File: config.mk
export PLATFORM = sky130hd
export DESIGN_NAME = id_ex_operand_stage
export DESIGN_NICKNAME = d
export VERILOG_FILES = /design/src/rtl/riscv_pkg.sv /design/src/rtl/fwd_select.sv /design/src/rtl/id_ex_operand_stage.sv
export SDC_FILE = /design/constraint.sdc
export NUM_CORES = 1
export LEC_CHECK = 0
export CELL_PAD_IN_SITES_DETAIL_PLACEMENT = 1
export CELL_PAD_IN_SITES_GLOBAL_PLACEMENT = 1
export CORE_UTILIZATION = 30
export CTS_BUF_LIST = sky130_fd_sc_hd__clkbuf_8
export DETAILED_ROUTE_END_ITERATION = 16
export HOLD_SLACK_MARGIN = 0.06
export PLACE_DENSITY = 0.8
export SETUP_SLACK_MARGIN = 0.02
export SLEW_MARGIN = 25
export SYNTH_ARGS = -nofsm -noshare
export SYNTH_HDL_FRONTEND = slang
export SYNTH_SLANG_ARGS = --single-unit
File: constraint.sdc
create_clock -name clk -period 2.4 [get_ports clk]
set_input_delay 0.48 -clock clk [delete_from_list [all_inputs] [get_ports clk]]
set_output_delay 0.48 -clock clk [all_outputs]
set_load 0.1 [all_outputs]
File: src/rtl/riscv_pkg.sv
// Shared core definitions: datapath widths, ALU operation codes and the
// control bundle carried from decode into execute.
package riscv_pkg;

  localparam int XLEN   = 32;
  localparam int REG_AW = 5;
  localparam int CTRL_W = 5;

  typedef enum logic [CTRL_W-1:0] {
    ALU_ADD = 5'b00000,
    ALU_SUB = 5'b00001,
    ALU_AND = 5'b00010,
    ALU_OR  = 5'b00011,
    ALU_XOR = 5'b00100,
    ALU_SLL = 5'b00101,
    ALU_SRL = 5'b00110,
    ALU_SRA = 5'b00111,
    ALU_SLT = 5'b01000
  } alu_op_e;

  typedef struct packed {
    logic              reg_write;
    logic              mem_read;
    logic              mem_write;
    logic              alu_src;
    logic [CTRL_W-1:0] alu_ctrl;
  } ex_ctrl_t;

endpackage

File: src/rtl/fwd_select.sv
// Operand bypass mux: picks the youngest in-flight writer of a register
// (MEM before WB), falling back to the value held in the ID/EX register.
module fwd_select #(
  parameter int XLEN   = 32,
  parameter int REG_AW = 5
) (
  input  logic [REG_AW-1:0] rs,
  input  logic [XLEN-1:0]   stored,
  input  logic              mem_valid,
  input  logic              mem_reg_write,
  input  logic [REG_AW-1:0] mem_rd,
  input  logic [XLEN-1:0]   mem_result,
  input  logic              wb_valid,
  input  logic              wb_reg_write,
  input  logic [REG_AW-1:0] wb_rd,
  input  logic [XLEN-1:0]   wb_result,
  output logic [XLEN-1:0]   value
);

  logic mem_hit;
  logic wb_hit;

  // x0 is hardwired to zero, so a write targeting it must never be bypassed.
  assign mem_hit = mem_valid & mem_reg_write & (mem_rd == rs) & (rs != '0);
  assign wb_hit  = wb_valid  & wb_reg_write  & (wb_rd  == rs) & (rs != '0);

  always_comb begin
    value = stored;
    if (mem_hit) begin
      value = mem_result;
    end else if (wb_hit) begin
      value = wb_result;
    end
  end

endmodule

File: src/rtl/id_ex_operand_stage.sv
// ID/EX pipeline register feeding the ALU, with MEM/WB operand forwarding
// and a one-cycle bubble on load-use dependencies.
module id_ex_operand_stage #(
  parameter int XLEN   = riscv_pkg::XLEN,
  parameter int REG_AW = riscv_pkg::REG_AW,
  parameter int CTRL_W = riscv_pkg::CTRL_W
) (
  input  logic              clk,
  input  logic              rst_n,
  input  logic              id_valid,
  output logic              id_ready,
  input  logic [XLEN-1:0]   id_pc,
  input  logic [REG_AW-1:0] id_rs1,
  input  logic [REG_AW-1:0] id_rs2,
  input  logic [REG_AW-1:0] id_rd,
  input  logic              id_use_rs1,
  input  logic              id_use_rs2,
  input  logic [XLEN-1:0]   id_rs1_data,
  input  logic [XLEN-1:0]   id_rs2_data,
  input  logic [XLEN-1:0]   id_imm,
  input  logic              id_alu_src,
  input  logic [CTRL_W-1:0] id_alu_ctrl,
  input  logic              id_reg_write,
  input  logic              id_mem_read,
  input  logic              id_mem_write,
  input  logic              flush,
  input  logic              ex_stall,
  input  logic              mem_valid,
  input  logic              mem_reg_write,
  input  logic [REG_AW-1:0] mem_rd,
  input  logic [XLEN-1:0]   mem_result,
  input  logic              wb_valid,
  input  logic              wb_reg_write,
  input  logic [REG_AW-1:0] wb_rd,
  input  logic [XLEN-1:0]   wb_result,
  output logic              ex_valid,
  output logic [XLEN-1:0]   ex_a,
  output logic [XLEN-1:0]   ex_b,
  output logic [CTRL_W-1:0] ex_alu_ctrl,
  output logic [XLEN-1:0]   ex_store_data,
  output logic [XLEN-1:0]   ex_pc,
  output logic [REG_AW-1:0] ex_rd,
  output logic              ex_reg_write,
  output logic              ex_mem_read,
  output logic              ex_mem_write
);

  import riscv_pkg::ex_ctrl_t;

  logic              valid_p1;
  logic [XLEN-1:0]   pc_p1;
  logic [REG_AW-1:0] rs1_p1;
  logic [REG_AW-1:0] rs2_p1;
  logic [REG_AW-1:0] rd_p1;
  logic [XLEN-1:0]   rs1_data_p1;
  logic [XLEN-1:0]   rs2_data_p1;
  logic [XLEN-1:0]   imm_p1;
  ex_ctrl_t          ctrl_p1;

  logic              hazard;
  logic              wb_rs1_hit;
  logic              wb_rs2_hit;
  logic [XLEN-1:0]   rs1_capture;
  logic [XLEN-1:0]   rs2_capture;
  logic [XLEN-1:0]   fwd_rs1;
  logic [XLEN-1:0]   fwd_rs2;

  // A load in EX cannot supply its data until MEM, so a dependent decode
  // instruction must wait one cycle.
  assign hazard = valid_p1 & ctrl_p1.mem_read & (rd_p1 != '0) & id_valid &
                  ((id_use_rs1 & (id_rs1 == rd_p1)) | (id_use_rs2 & (id_rs2 == rd_p1)));
  assign id_ready = ~ex_stall & ~hazard;

  // The register file is written at the end of WB, so decode's read misses a
  // same-cycle WB write; patch it on the way in.
  assign wb_rs1_hit  = wb_valid & wb_reg_write & (wb_rd == id_rs1) & (id_rs1 != '0);
  assign wb_rs2_hit  = wb_valid & wb_reg_write & (wb_rd == id_rs2) & (id_rs2 != '0);
  assign rs1_capture = wb_rs1_hit ? wb_result : id_rs1_data;
  assign rs2_capture = wb_rs2_hit ? wb_result : id_rs2_data;

  // ---- ID -> EX register (p1) ----
  always_ff @(posedge clk or negedge rst_n) begin
    if (!rst_n) begin
      valid_p1    <= 1'b0;
      pc_p1       <= '0;
      rs1_p1      <= '0;
      rs2_p1      <= '0;
      rd_p1       <= '0;
      rs1_data_p1 <= '0;
      rs2_data_p1 <= '0;
      imm_p1      <= '0;
      ctrl_p1     <= '0;
    end else if (flush) begin
      valid_p1          <= 1'b0;
      ctrl_p1.reg_write <= 1'b0;
      ctrl_p1.mem_read  <= 1'b0;
      ctrl_p1.mem_write <= 1'b0;
    end else if (ex_stall) begin
      // Latch bypassed values so results draining out of MEM/WB survive the stall.
      rs1_data_p1 <= fwd_rs1;
      rs2_data_p1 <= fwd_rs2;
    end else if (hazard) begin
      valid_p1          <= 1'b0;
      ctrl_p1.reg_write <= 1'b0;
      ctrl_p1.mem_read  <= 1'b0;
      ctrl_p1.mem_write <= 1'b0;
    end else if (id_valid) begin
      valid_p1          <= 1'b1;
      pc_p1             <= id_pc;
      rs1_p1            <= id_rs1;
      rs2_p1            <= id_rs2;
      rd_p1             <= id_rd;
      rs1_data_p1       <= rs1_capture;
      rs2_data_p1       <= rs2_capture;
      imm_p1            <= id_imm;
      ctrl_p1.reg_write <= id_reg_write;
      ctrl_p1.mem_read  <= id_mem_read;
      ctrl_p1.mem_write <= id_mem_write;
      ctrl_p1.alu_src   <= id_alu_src;
      ctrl_p1.alu_ctrl  <= id_alu_ctrl;
    end else begin
      valid_p1          <= 1'b0;
      ctrl_p1.reg_write <= 1'b0;
      ctrl_p1.mem_read  <= 1'b0;
      ctrl_p1.mem_write <= 1'b0;
    end
  end

  // ---- EX operand select ----
  fwd_select #(.XLEN(XLEN), .REG_AW(REG_AW)) u_fwd_rs1 (
    .rs            (rs1_p1),
    .stored        (rs1_data_p1),
    .mem_valid     (mem_valid),
    .mem_reg_write (mem_reg_write),
    .mem_rd        (mem_rd),
    .mem_result    (mem_result),
    .wb_valid      (wb_valid),
    .wb_reg_write  (wb_reg_write),
    .wb_rd         (wb_rd),
    .wb_result     (wb_result),
    .value         (fwd_rs1)
  );

  fwd_select #(.XLEN(XLEN), .REG_AW(REG_AW)) u_fwd_rs2 (
    .rs            (rs2_p1),
    .stored        (rs2_data_p1),
    .mem_valid     (mem_valid),
    .mem_reg_write (mem_reg_write),
    .mem_rd        (mem_rd),
    .mem_result    (mem_result),
    .wb_valid      (wb_valid),
    .wb_reg_write  (wb_reg_write),
    .wb_rd         (wb_rd),
    .wb_result     (wb_result),
    .value         (fwd_rs2)
  );

  assign ex_valid      = valid_p1;
  assign ex_a          = fwd_rs1;
  assign ex_b          = ctrl_p1.alu_src ? imm_p1 : fwd_rs2;
  assign ex_store_data = fwd_rs2;
  assign ex_alu_ctrl   = ctrl_p1.alu_ctrl;
  assign ex_pc         = pc_p1;
  assign ex_rd         = rd_p1;
  assign ex_reg_write  = ctrl_p1.reg_write;
  assign ex_mem_read   = ctrl_p1.mem_read;
  assign ex_mem_write  = ctrl_p1.mem_write;

endmodule
**Word level (Yosys, flattened, before mapping)**

Index checks and enable logic that the tools add are counted.

- Order comparisons: 0
- Equality and inequality tests: 10
- Add/sub/neg operators: 0
- Reduce and logical (&&, ||, !) cells: 8
- Divide/modulo/power cells: 0
- Shift operators: 0
- Multiplexer cells: 23
- Multipliers: 0
- Bitwise logic cells: 25

Operator list:

| kind | count |
|---|---|
| $mux W32 | 13 |
| $eq A5 B5 Y1 | 8 |
| $reduce_bool A5 Y1 | 5 |
| $and A1 B1 Y1 | 21 |
| $mux W6 | 2 |
| $mux W3 | 3 |
| $mux W9 | 1 |
| $mux W1 | 4 |
| $ne A2 B2 Y1 const B | 2 |
| $reduce_and A4 Y1 | 1 |
| $not A1 Y1 | 3 |
| $reduce_and A3 Y1 | 1 |
| $reduce_bool A2 Y1 | 1 |
| $or A1 B1 Y1 | 1 |

- Bits in latches: 0
- Bits in read-only memories: 0
- Flip-flop bits (word level): 153
- Memories kept: 0
- Bits of input ports: 237
- Logic and storage cells: 79
- Output and inout port bits: 143
- RAM bits: 0

**Longest topological paths before layout**

Gate-level depths: netlist of the first run.

- Depth in word-level cells: 7
- Gate-level depth with buffers: 9
- Depth with buffers taken out: 6

**Hierarchy**

Synthesis of the first run repeated with hierarchy kept, for this count alone.

- Cell total of the unflattened synthesis: 950
- Area total of the unflattened synthesis: 9997.1 um^2

Modules (own cells, without submodules):

| module | area an instance (um^2) | cells an instance | sequential area each (um^2) | times used |
|---|---|---|---|---|
| id_ex_operand_stage | 7612.3 | 598 | 3828.7 | 1 |
| fwd_select | 1192.4 | 176 | 0.0 | 2 |

**Least setup slack after synthesis of the first run**

No wires, ideal clock.

- Path kind: reg-to-output
- Start: register rs2_p1[3]
- End: output ex_b[10]
- Buffers on the path: 1
- Arrival: 4.013 ns
- Required time: 1.920 ns
- Stages on the path, launching flop included: 7
- Slack: -2.093 ns
- Cells stage by stage: dfrtp_1 > or4_1 > o211ai_2 > buf_2 > o21ai_1 > a31oi_1 > mux2_2

- Word-level cells in the longest chain between the ends: 6

Ends and longest elaborated chain:

| item | line | text |
|---|---|---|
| start: declaration | id_ex_operand_stage.sv:53 | `logic [REG_AW-1:0] rs2_p1;` |
| start signal: assignment | id_ex_operand_stage.sv:111 | `rs2_p1 <= id_rs2;` |
| $eq A5 B5 Y1 | fwd_select.sv:25 | `assign wb_hit = wb_valid & wb_reg_write & (wb_rd == rs) & (rs != '0);` |
| $and A1 B1 Y1 (2 in series) | fwd_select.sv:25 |  |
| $mux W32 | fwd_select.sv:31 | `end else if (wb_hit) begin` |
| $mux W32 * | fwd_select.sv:29 | `if (mem_hit) begin` |
| via ex_store_data[10] | id_ex_operand_stage.sv:40 | `output logic [XLEN-1:0] ex_store_data,` |
| $mux W32 * | id_ex_operand_stage.sv:160 | `assign ex_b = ctrl_p1.alu_src ? imm_p1 : fwd_rs2;` |
| end: declaration | id_ex_operand_stage.sv:38 | `output logic [XLEN-1:0] ex_b,` |

Mark *: on every way through the listed nets, which the timed path passes. The rest lies on a longest branch.

**Worst setup path in the final report of the first run**

- Start: register rs2_p1[0]
- End: output ex_b[5]

- Word-level cells in the longest chain between the ends: 6

Ends and longest elaborated chain:

| item | line |
|---|---|
| $eq A5 B5 Y1 | fwd_select.sv:25 |
| $and A1 B1 Y1 (2 in series) | fwd_select.sv:25 |
| $mux W32 | fwd_select.sv:31 |
| $mux W32 * | fwd_select.sv:29 |
| $mux W32 * | id_ex_operand_stage.sv:160 |

Every way passes the cells marked *; elsewhere a longest branch is shown, timed or not.

==> metrics list, run 1 <==
- Summing all placed instances gives a cell area of 17800 sq um.
* Actual transition at the worst max-transition pin: 0.649 ns
* Element type at the critical path start: register
- The synthesized design spends more area on one cell type than any other, namely sky130_fd_sc_hd__dfrtp_1.
* Count of mapped cells out of synthesis: just over 1000
- Die X-Extent: 182 um
- Detailed placement finished with a half-perimeter wire length of 35300 um.
- Clock tree from TritonCTS: built
- The synthesized design contains 0 enable-type register cells.
* Global-route wire length before repair: around 74000 um
* DR vias/cell: between 5 and 6
* Count of endpoints failing setup in the final report: 197
- For flop-to-flop paths, the worst setup slack is -0.34 ns.
- Global routing used 29.1% of the available tracks.
- For the final database, setup skew stands at 0.0164 ns.
* Vias: between 10000 and 15000
- Maximum clock insertion buffer count: 2
- With fillers left out, the area of the finished cells amounts to 19500 sq um.
* Clock insertion delay at the later pin of the skew report: 0.49 ns
- The initial utilization of the core area, before any placement, comes to a little under a third.
- Die footprint: between 30000 and 40000 sq um
- Setup repair after global routing missed its margin: yes
* Cell count of the worst reg-to-reg path: 9
* Total congestion overflow: 0
- The congestion estimate from routability-driven global placement came to 0.857.
- Endpoint of the most critical register-to-register path: rs1_data_p1[5]
- Vias in the first global route: 12200
- Area fraction of the dominant cell type after synthesis: 39.5%
- Worst voltage drop across the vdd grid: 0.606 mV
- 380 I/O pins were placed.
* Crit Path Class: register to output pin
- DRC violations left: 0
- Minimum period implied by the final worst setup slack: 3.22 ns
* Final Hold Violating Endpoints: 0
- R2r startpoint: rs1_p1[3]
* Synthesized area divided by synthesized cell count: 9.47 sq um
- Maximum number of pins on one net before global-route repair: roughly 100
* Number of antenna violations at the first check in global routing: 6
- Run status: finished, violations left
* Drt initial violations: 871
- By area the synthesized netlist is led by sky130_fd_sc_hd__dfrtp_1 40%, sky130_fd_sc_hd__mux2_1 9.9%, sky130_fd_sc_hd__a31oi_1 4.1%.
- The netlist uses 47 different library cells.
- The number of nets in the synthesized netlist is 1260.
- Summed over all cells, the static leakage comes to 8.15 nW.
* Share of layout cells above drive strength 1: between 40% and 50%
- In this run the clock root is driven by a sky130_fd_sc_hd__clkbuf_8.
- For this run, the post-layout net count is 1785.
- Yosys printed 0 warnings.
- Met3 Wirelength: 2760 um
- Once detail routing completed, the nets flagged for antenna violations numbered 0.
* Placement row count: 65
* Router iterations before antenna repair: 5
- The detailed router put a total of around 20000 um of wire on met1.
* PnR Total Power: 0.0150 W
- Number of flip-flops and latches in the synthesized netlist: approximately 150
- Part of the cycle the worst path needs: 134%
- After clock tree synthesis, the clock-pin slew on the worst setup and hold paths is 0.10 ns.
* Worst path required time: roughly 1.9 ns
* Relative slew slack: 56.8%
- The total area inside the core boundary comes to roughly 32000 sq um.
- From bottom edge to top edge, the die measures 182 um.
- Routed WL: 52300 um
* Max Fclk: 311 MHz
- Sequential cells were found to cover 39.5% of the synthesized design area.
- Post-Route Hold Slack: between 0.4 and 0.5 ns
* Path type of the worst min-delay path: register to register
* Worst setup path endpoint: ex_b[5]
- At the placement stage, the worst setup path has a slack of -0.953 ns.
- Input/output buffers: 379
- Ys flop type: sky130_fd_sc_hd__dfrtp_1
- In this run the power density over the cells is 768 nW/um^2.
* Top Layer Used: met4
- Max-cap violations: 0
* Detailed-routed wire length on met2: 26800 um
- Post-DR wirelength/cell: 26.5 um
* Area growth from synthesis to final layout: 102%
* Filler Cell Count: 3186
- Worst Slack Setup Final: -0.816 ns
* Worst EP arrival: 2.74 ns
- The H-tree was split into 4 levels.
- The final reports fail on negative setup slack.
* Sort of element at the end of the critical path: output pin
* Async set or reset register ratio after synthesis: 100%
* Critical path launch point: rs2_p1[0]
- The count of pins over their slew limit came to 0.
- The clock net in this run drives a total of 153 sinks.
* Mapped cell area: 9690 sq um
- Clock buffers created by TritonCTS: 17
- Peak fanout along the critical path: 22
-- flip-flops by register name, summed over array words and instances (netlist names) --
| name | count |
|---|---|
| ex_mem_write | 1 |
| ex_rd | 5 |
| imm_p1 | 32 |
| ex_valid | 1 |
| rs2_data_p1 | 32 |
| ex_reg_write | 1 |
| rs1_p1 | 5 |
| ex_mem_read | 1 |
| ex_pc | 32 |
| ctrl_p1 | 1 |
| rs1_data_p1 | 32 |
| ex_alu_ctrl | 5 |
| rs2_p1 | 5 |
-- worst min-delay path by stage --
stage / from / endpoint / slack [ns] / cells after the start
5_1_grt: rst_n / ex_pc[31] / 0.51 / 2
4_1_cts: rst_n / ex_pc[31] / 0.47 / 2
3_5_place_dp: rst_n / ex_pc[10] / 0.44 / 1
6_report: rs2_data_p1[12] / rs2_data_p1[12] / 0.49 / 2
2_1_floorplan: rst_n / ctrl_p1[5] / 0.18 / 0
3_3_place_gp: rst_n / ex_pc[31] / 0.44 / 1
-- critical path, stage by stage (launching register included) --
cell                       delay, ns
sky130_fd_sc_hd__dfrtp_1        0.43
sky130_fd_sc_hd__or4_4          0.55
sky130_fd_sc_hd__o211ai_4       0.26
sky130_fd_sc_hd__buf_12         0.22
sky130_fd_sc_hd__o21ai_1        0.13
sky130_fd_sc_hd__a31oi_4        0.25
sky130_fd_sc_hd__mux2_4         0.22
sky130_fd_sc_hd__buf_12         0.17
-- Yosys cell counts (3+ instances only) --
library cell                 n
sky130_fd_sc_hd__nor2_1     71
sky130_fd_sc_hd__o32a_1     31
sky130_fd_sc_hd__inv_1       4
sky130_fd_sc_hd__o21ai_1    34
sky130_fd_sc_hd__nor2b_1    33
sky130_fd_sc_hd__xnor2_1    29
sky130_fd_sc_hd__o221a_1    31
sky130_fd_sc_hd__nand3_1    35
sky130_fd_sc_hd__a22o_1      4
sky130_fd_sc_hd__dfrtp_1   153
sky130_fd_sc_hd__buf_6       4
sky130_fd_sc_hd__buf_2      24
sky130_fd_sc_hd__or4_1       5
sky130_fd_sc_hd__buf_4       7
sky130_fd_sc_hd__mux2_1     85
sky130_fd_sc_hd__a31oi_1    63
sky130_fd_sc_hd__nand4_1     5
sky130_fd_sc_hd__mux2i_1    31
sky130_fd_sc_hd__nor4_1     33
sky130_fd_sc_hd__mux2_2     32
sky130_fd_sc_hd__buf_1       3
sky130_fd_sc_hd__o41ai_1    33
sky130_fd_sc_hd__clkbuf_1   74
sky130_fd_sc_hd__nand2_1   103
sky130_fd_sc_hd__xor2_1      5
sky130_fd_sc_hd__nor3_1     66
-- power by group --
group          leakage (nW)  switching [W]  total (W)  internal [W]
combinational          6.14        0.00583    0.00957       0.00374
clock                 0.191        0.00115    0.00204      0.000895
sequential             1.81       0.000352    0.00339       0.00304
total                  8.15        0.00733     0.0150       0.00768
-- cell type report --
| cell class | instances | area [sq um] | area share (%) |
|---|---|---|---|
| Multi-Input combinational cell | 754 | 7640 | 39.1 |
| Inverter | 5 | 27.5 | 0.141 |
| Timing Repair Buffer | 617 | 7120 | 36.5 |
| Antenna cell | 6 | 15.0 | 0.0769 |
| Sequential cell | 153 | 3840 | 19.7 |
| Tap cell | 402 | 503 | 2.57 |
| Clock inverter | 12 | 103 | 0.525 |
| Clock buffer | 20 | 275 | 1.41 |
-- repair_timing --
action / CTS / global route
buffers inserted: 9 / 18
hold buffers: 1 / 0
cloned: 1 / 15
hold endpoints to repair: 39 / 0
gates resized for setup: 77 / 105
pin swaps: 18 / 30
setup endpoints to repair: 243 / 243
-- routing by layer --
layer	up-vias	global-route usage (%)
met1	5783	34.1
met5	-	0
li1	4899	-
met2	471	51.2
met3	132	5.74
met4	0	13.3
-- cells by family after synthesis --
kind of cell	share of synthesized area, %
AND/OR/NAND/NOR	17.8
buffers and inverters	5.42
multiplexers	16.8
flip-flops	39.5
AO/OA/AOI/OAI	17.4
XOR/XNOR	3.07
-- placed cells by master (no fill, tap or decap), drive strengths merged, types with 5 or more instances in the layout --
cell type and count:
nand3 35, nand4 5, clkdlybuf4s50 228, nor2 71
dfrtp 153, xnor2 29, diode 6, o32a 31
clkbuf 30, buf 372, nor3 67, inv 8
o21ai 34, o41ai 33, nor2b 33, mux2 117
a31oi 63, o221a 31, or4 5, xor2 5
mux2i 31, nor4 34, nand2 103
-- stage by stage --
stage / utilization (%) / TNS (ns) / instances
6_report: 61.7 / -81.98 / 1969
5_1_grt: 61.7 / -97.92 / 1968
4_1_cts: 58.7 / -80.32 / 1933
3_5_place_dp: 56.3 / -143.15 / 1890
3_3_place_gp: 56.3 / -130.17 / 1890
2_1_floorplan: - / -99.44 / 1023
(Power assumes the default switching activity.)
==> run 2: changes to the inputs <==
--- a/config.mk
+++ b/config.mk
@@ -7,6 +7,7 @@
 export LEC_CHECK = 0
 export CELL_PAD_IN_SITES_DETAIL_PLACEMENT = 1
 export CELL_PAD_IN_SITES_GLOBAL_PLACEMENT = 1
+export CORE_MARGIN = 5
 export CORE_UTILIZATION = 30
 export CTS_BUF_LIST = sky130_fd_sc_hd__clkbuf_8
 export DETAILED_ROUTE_END_ITERATION = 16
==> metrics list, run 2 (synthesis results as in run 1) <==
- Run status: finished, violations left
* Failing checks: negative setup slack
* DR vias/cell: around 6.0
* Worst path required time: 1.92 ns
* Logic gate share of total power: 64.5%
- The die is 190 um tall.
- Adding up every negative setup slack in the final design gives -108.09 ns.
* Post-Route Hold Slack: 0.478 ns
- Vias in the first global route: 13000
* Area of the core: roughly 32000 sq um
- Router iterations before antenna repair: 5
- After detailed routing, the average wire length per cell comes to 32.0 um.
- IR analysis of the VDD net gives a maximum drop of 0.569 mV.
- Across all setup checks in the final design, the least slack found is -0.945 ns.
* Peak fanout along the critical path: 32
* Setup repair after global routing missed its margin: yes
- Placement row count: 65
* Clock buffers created by TritonCTS: 17
- The internal power of the cells totals 0.00810 W.
- The count of pins over their slew limit was 0.
- Relative slew slack: between 40% and 50%
- The worst setup path is launched from a primary input.
- The count of buffers added on input and output ports is 379.
- After global routing the overflow that remains totals 0.
- The tightest min-delay check is of the primary input to asynchronous set/reset pin type.
- Global-route wire length before repair: between 80000 and 90000 um
* Crit Path Class: primary input to output pin
* Clock network fraction of total power: approximately 14%
- Number of nets at the end of the flow: 1851
- At the pin with the least slew margin, the transition time is around 0.83 ns.
- Once the floorplan was initialized, standard cells occupied around 31% of the core.
* Final Hold Violating Endpoints: 0
* Power per standard cell area: 752 nW/um^2
* Number of antenna-violating nets in the routed design: 0
- The worst path in the final design needs a cycle of 3.35 ns, including I/O delays and setup.
- Ports placed on the boundary: 380
- Of the total power, registers draw 21.6%.
- Clock tree synthesis found a total of approximately 150 sinks.
- Post-Route Skew: ~0.025 ns
* Die footprint: around 36000 sq um
- The filler cells instantiated in the layout total roughly 3000.
- Routability-driven placement finished with a final weighted congestion of 0.873.
- Most frequent cells in the layout: 225 x sky130_fd_sc_hd__clkdlybuf4s50_1, 198 x sky130_fd_sc_hd__buf_4, 143 x sky130_fd_sc_hd__dfrtp_1, 135 x sky130_fd_sc_hd__buf_12, 117 x sky130_fd_sc_hd__mux2_4
* Sort of element at the end of the critical path: output pin
* Finished Layout Cells: 2042
- Leakage dissipation: 8.78 nW
- Maximum number of pins on one net before global-route repair: 93
* Max-cap violations: 0
* DRC violations left: 0
- Clock tree from TritonCTS: built
* Placed Cells: 1905
- HPWL after detailed placement: 38500 um
* Routed WL: 65400 um
- The initial antenna violation count came to 15.
* Drt initial violations: 971
- The routed layout has 12200 vias.
- The analysis attributes to net switching a power of 0.00778 W.
- Max Fclk: approximately 300 MHz
* Maximum clock insertion buffer count: 2
* Area growth from synthesis to final layout: 118%
- Total global routing track utilization: about 30%
- Count of endpoints failing setup in the final report: 245
* Clock insertion delay at the later pin of the skew report: between 0.4 and 0.5 ns
* Die X-Extent: about 190 um
- The post-route netlist has around half of its cells at a drive strength greater than 1.
- Switching share of total power: roughly half
- Part of the cycle the worst path needs: 139%
* Library cell used as clock root buffer: sky130_fd_sc_hd__clkbuf_8
- Leaving out fill and tap cells, the most frequent cell in the layout is sky130_fd_sc_hd__clkdlybuf4s50_1.
- Worst EP arrival: 2.87 ns
* Clock transition at the registers of the reported paths: 0.11 ns
* H-tree depth reported by CTS: 4
==> run 2: changes by cell type in the layout (fill, tap and decap cells not counted), sizes merged <==
cell / previous run / this run
a211o: 2 / 3
clkinv: 4 / 6
dlymetal6s2s: 3 / 5
buf: 372 / 430
clkbuf: 30 / 36
bufinv: 1 / 2
clkdlybuf4s50: 228 / 225
dlygate4sd2: 3 / 4
diode: 6 / 13
clkinvlp: 4 / 2
==> run 2: path summary, 6_finish.rpt <==
check | start | endpoint | slack [ns] | depth (start not counted)
worst max-delay path | mem_rd[2] | ex_b[3] | -0.95 | 9
worst min-delay path | rst_n | ex_rd[3] | 0.48 | 2
worst max register to register | rs1_p1[2] | rs1_data_p1[20] | -0.78 | 14
worst min register to register | rs2_data_p1[7] | rs2_data_p1[7] | 0.49 | 2
max in group asynchronous | rst_n | imm_p1[4] | 1.14 | 3
min in group clk | rs2_data_p1[7] | rs2_data_p1[7] | 0.49 | 2
==> run 2: power groups by stage <==
stage | logic (W) | clock network, W | registers, W
after detailed placement | 0.00921 | 0 | 0.00341
after global routing | 0.0104 | 0.00231 | 0.00347
final | 0.0102 | 0.00219 | 0.00343
after CTS | 0.00958 | 0.00218 | 0.00337
after global placement | 0.00903 | 0 | 0.00336
after floorplan | 0.00503 | 0 | 0.00421
==> run 2: per-layer routing <==
| metal | wire (um) | part of all wire (%) | GRT usage [%] | vias to the layer above |
|---|---|---|---|---|
| li1 | - | - | - | 5053 |
| met1 | 24800 | 38 | 35.6 | 6242 |
| met2 | 33400 | 51 | 53.3 | 690 |
| met3 | 3840 | 5.9 | 5.03 | 214 |
| met4 | 3340 | 5.1 | 14.0 | 8 |
| met5 | 66 | 0.10 | 0 | - |
==> run 2: per-stage QoR <==
| step | util (%) | worst slack (ns) | instance area, sq um | total power, W |
|---|---|---|---|---|
| 4_1_cts | 61.4 | -0.829 | 19500 | 0.0151 |
| 6_report | 66.6 | -0.945 | 21100 | 0.0159 |
| 3_5_place_dp | 56.7 | -0.919 | 18000 | 0.0126 |
| 2_1_floorplan | - | -0.719 | 11700 | 0.00924 |
| 3_3_place_gp | 56.7 | -0.822 | 18000 | 0.0124 |
| 5_1_grt | 66.6 | -0.980 | 21100 | 0.0162 |
==> run 2: area by class of cell <==
| type | count | area (sq um) | share of cell area [%] |
|---|---|---|---|
| Antenna cell | 13 | 32.5 | 0.154 |
| Clock buffer | 19 | 262 | 1.24 |
| Clock inverter | 13 | 145 | 0.687 |
| Inverter | 5 | 27.5 | 0.130 |
| Multi-Input combinational cell | 755 | 7950 | 37.7 |
| Sequential cell | 153 | 3850 | 18.2 |
| Tap cell | 402 | 503 | 2.38 |
| Timing Repair Buffer | 682 | 8350 | 39.5 |
==> run 2: critical path, stage by stage <==
cell and delay (ns):
sky130_fd_sc_hd__clkdlybuf4s50_1 0.53, sky130_fd_sc_hd__xnor2_1 0.17, sky130_fd_sc_hd__nand3_2 0.11, sky130_fd_sc_hd__buf_4 0.33, sky130_fd_sc_hd__nor4_1 0.49, sky130_fd_sc_hd__buf_4 0.22, sky130_fd_sc_hd__a31oi_4 0.04, sky130_fd_sc_hd__mux2_4 0.30
sky130_fd_sc_hd__buf_12 0.17
==> run 2: timing repair <==
item	4_1_cts	5_1_grt
hold endpoints to repair	39	0
resized for setup	130	161
endpoints found under the setup margin	219	243
setup buffers	33	45
hold buffers	1	0
gates cloned	10	27
pin swaps	31	36
==> run 3: changes to the inputs <==
--- a/config.mk
+++ b/config.mk
@@ -10,6 +10,7 @@
 export CORE_MARGIN = 5
 export CORE_UTILIZATION = 30
 export CTS_BUF_LIST = sky130_fd_sc_hd__clkbuf_8
+export CTS_CLUSTER_DIAMETER = 40
 export DETAILED_ROUTE_END_ITERATION = 16
 export HOLD_SLACK_MARGIN = 0.06
 export PLACE_DENSITY = 0.8
==> results of run 3 <==
Final layout, timing and power as in run 2 (identical DEF).
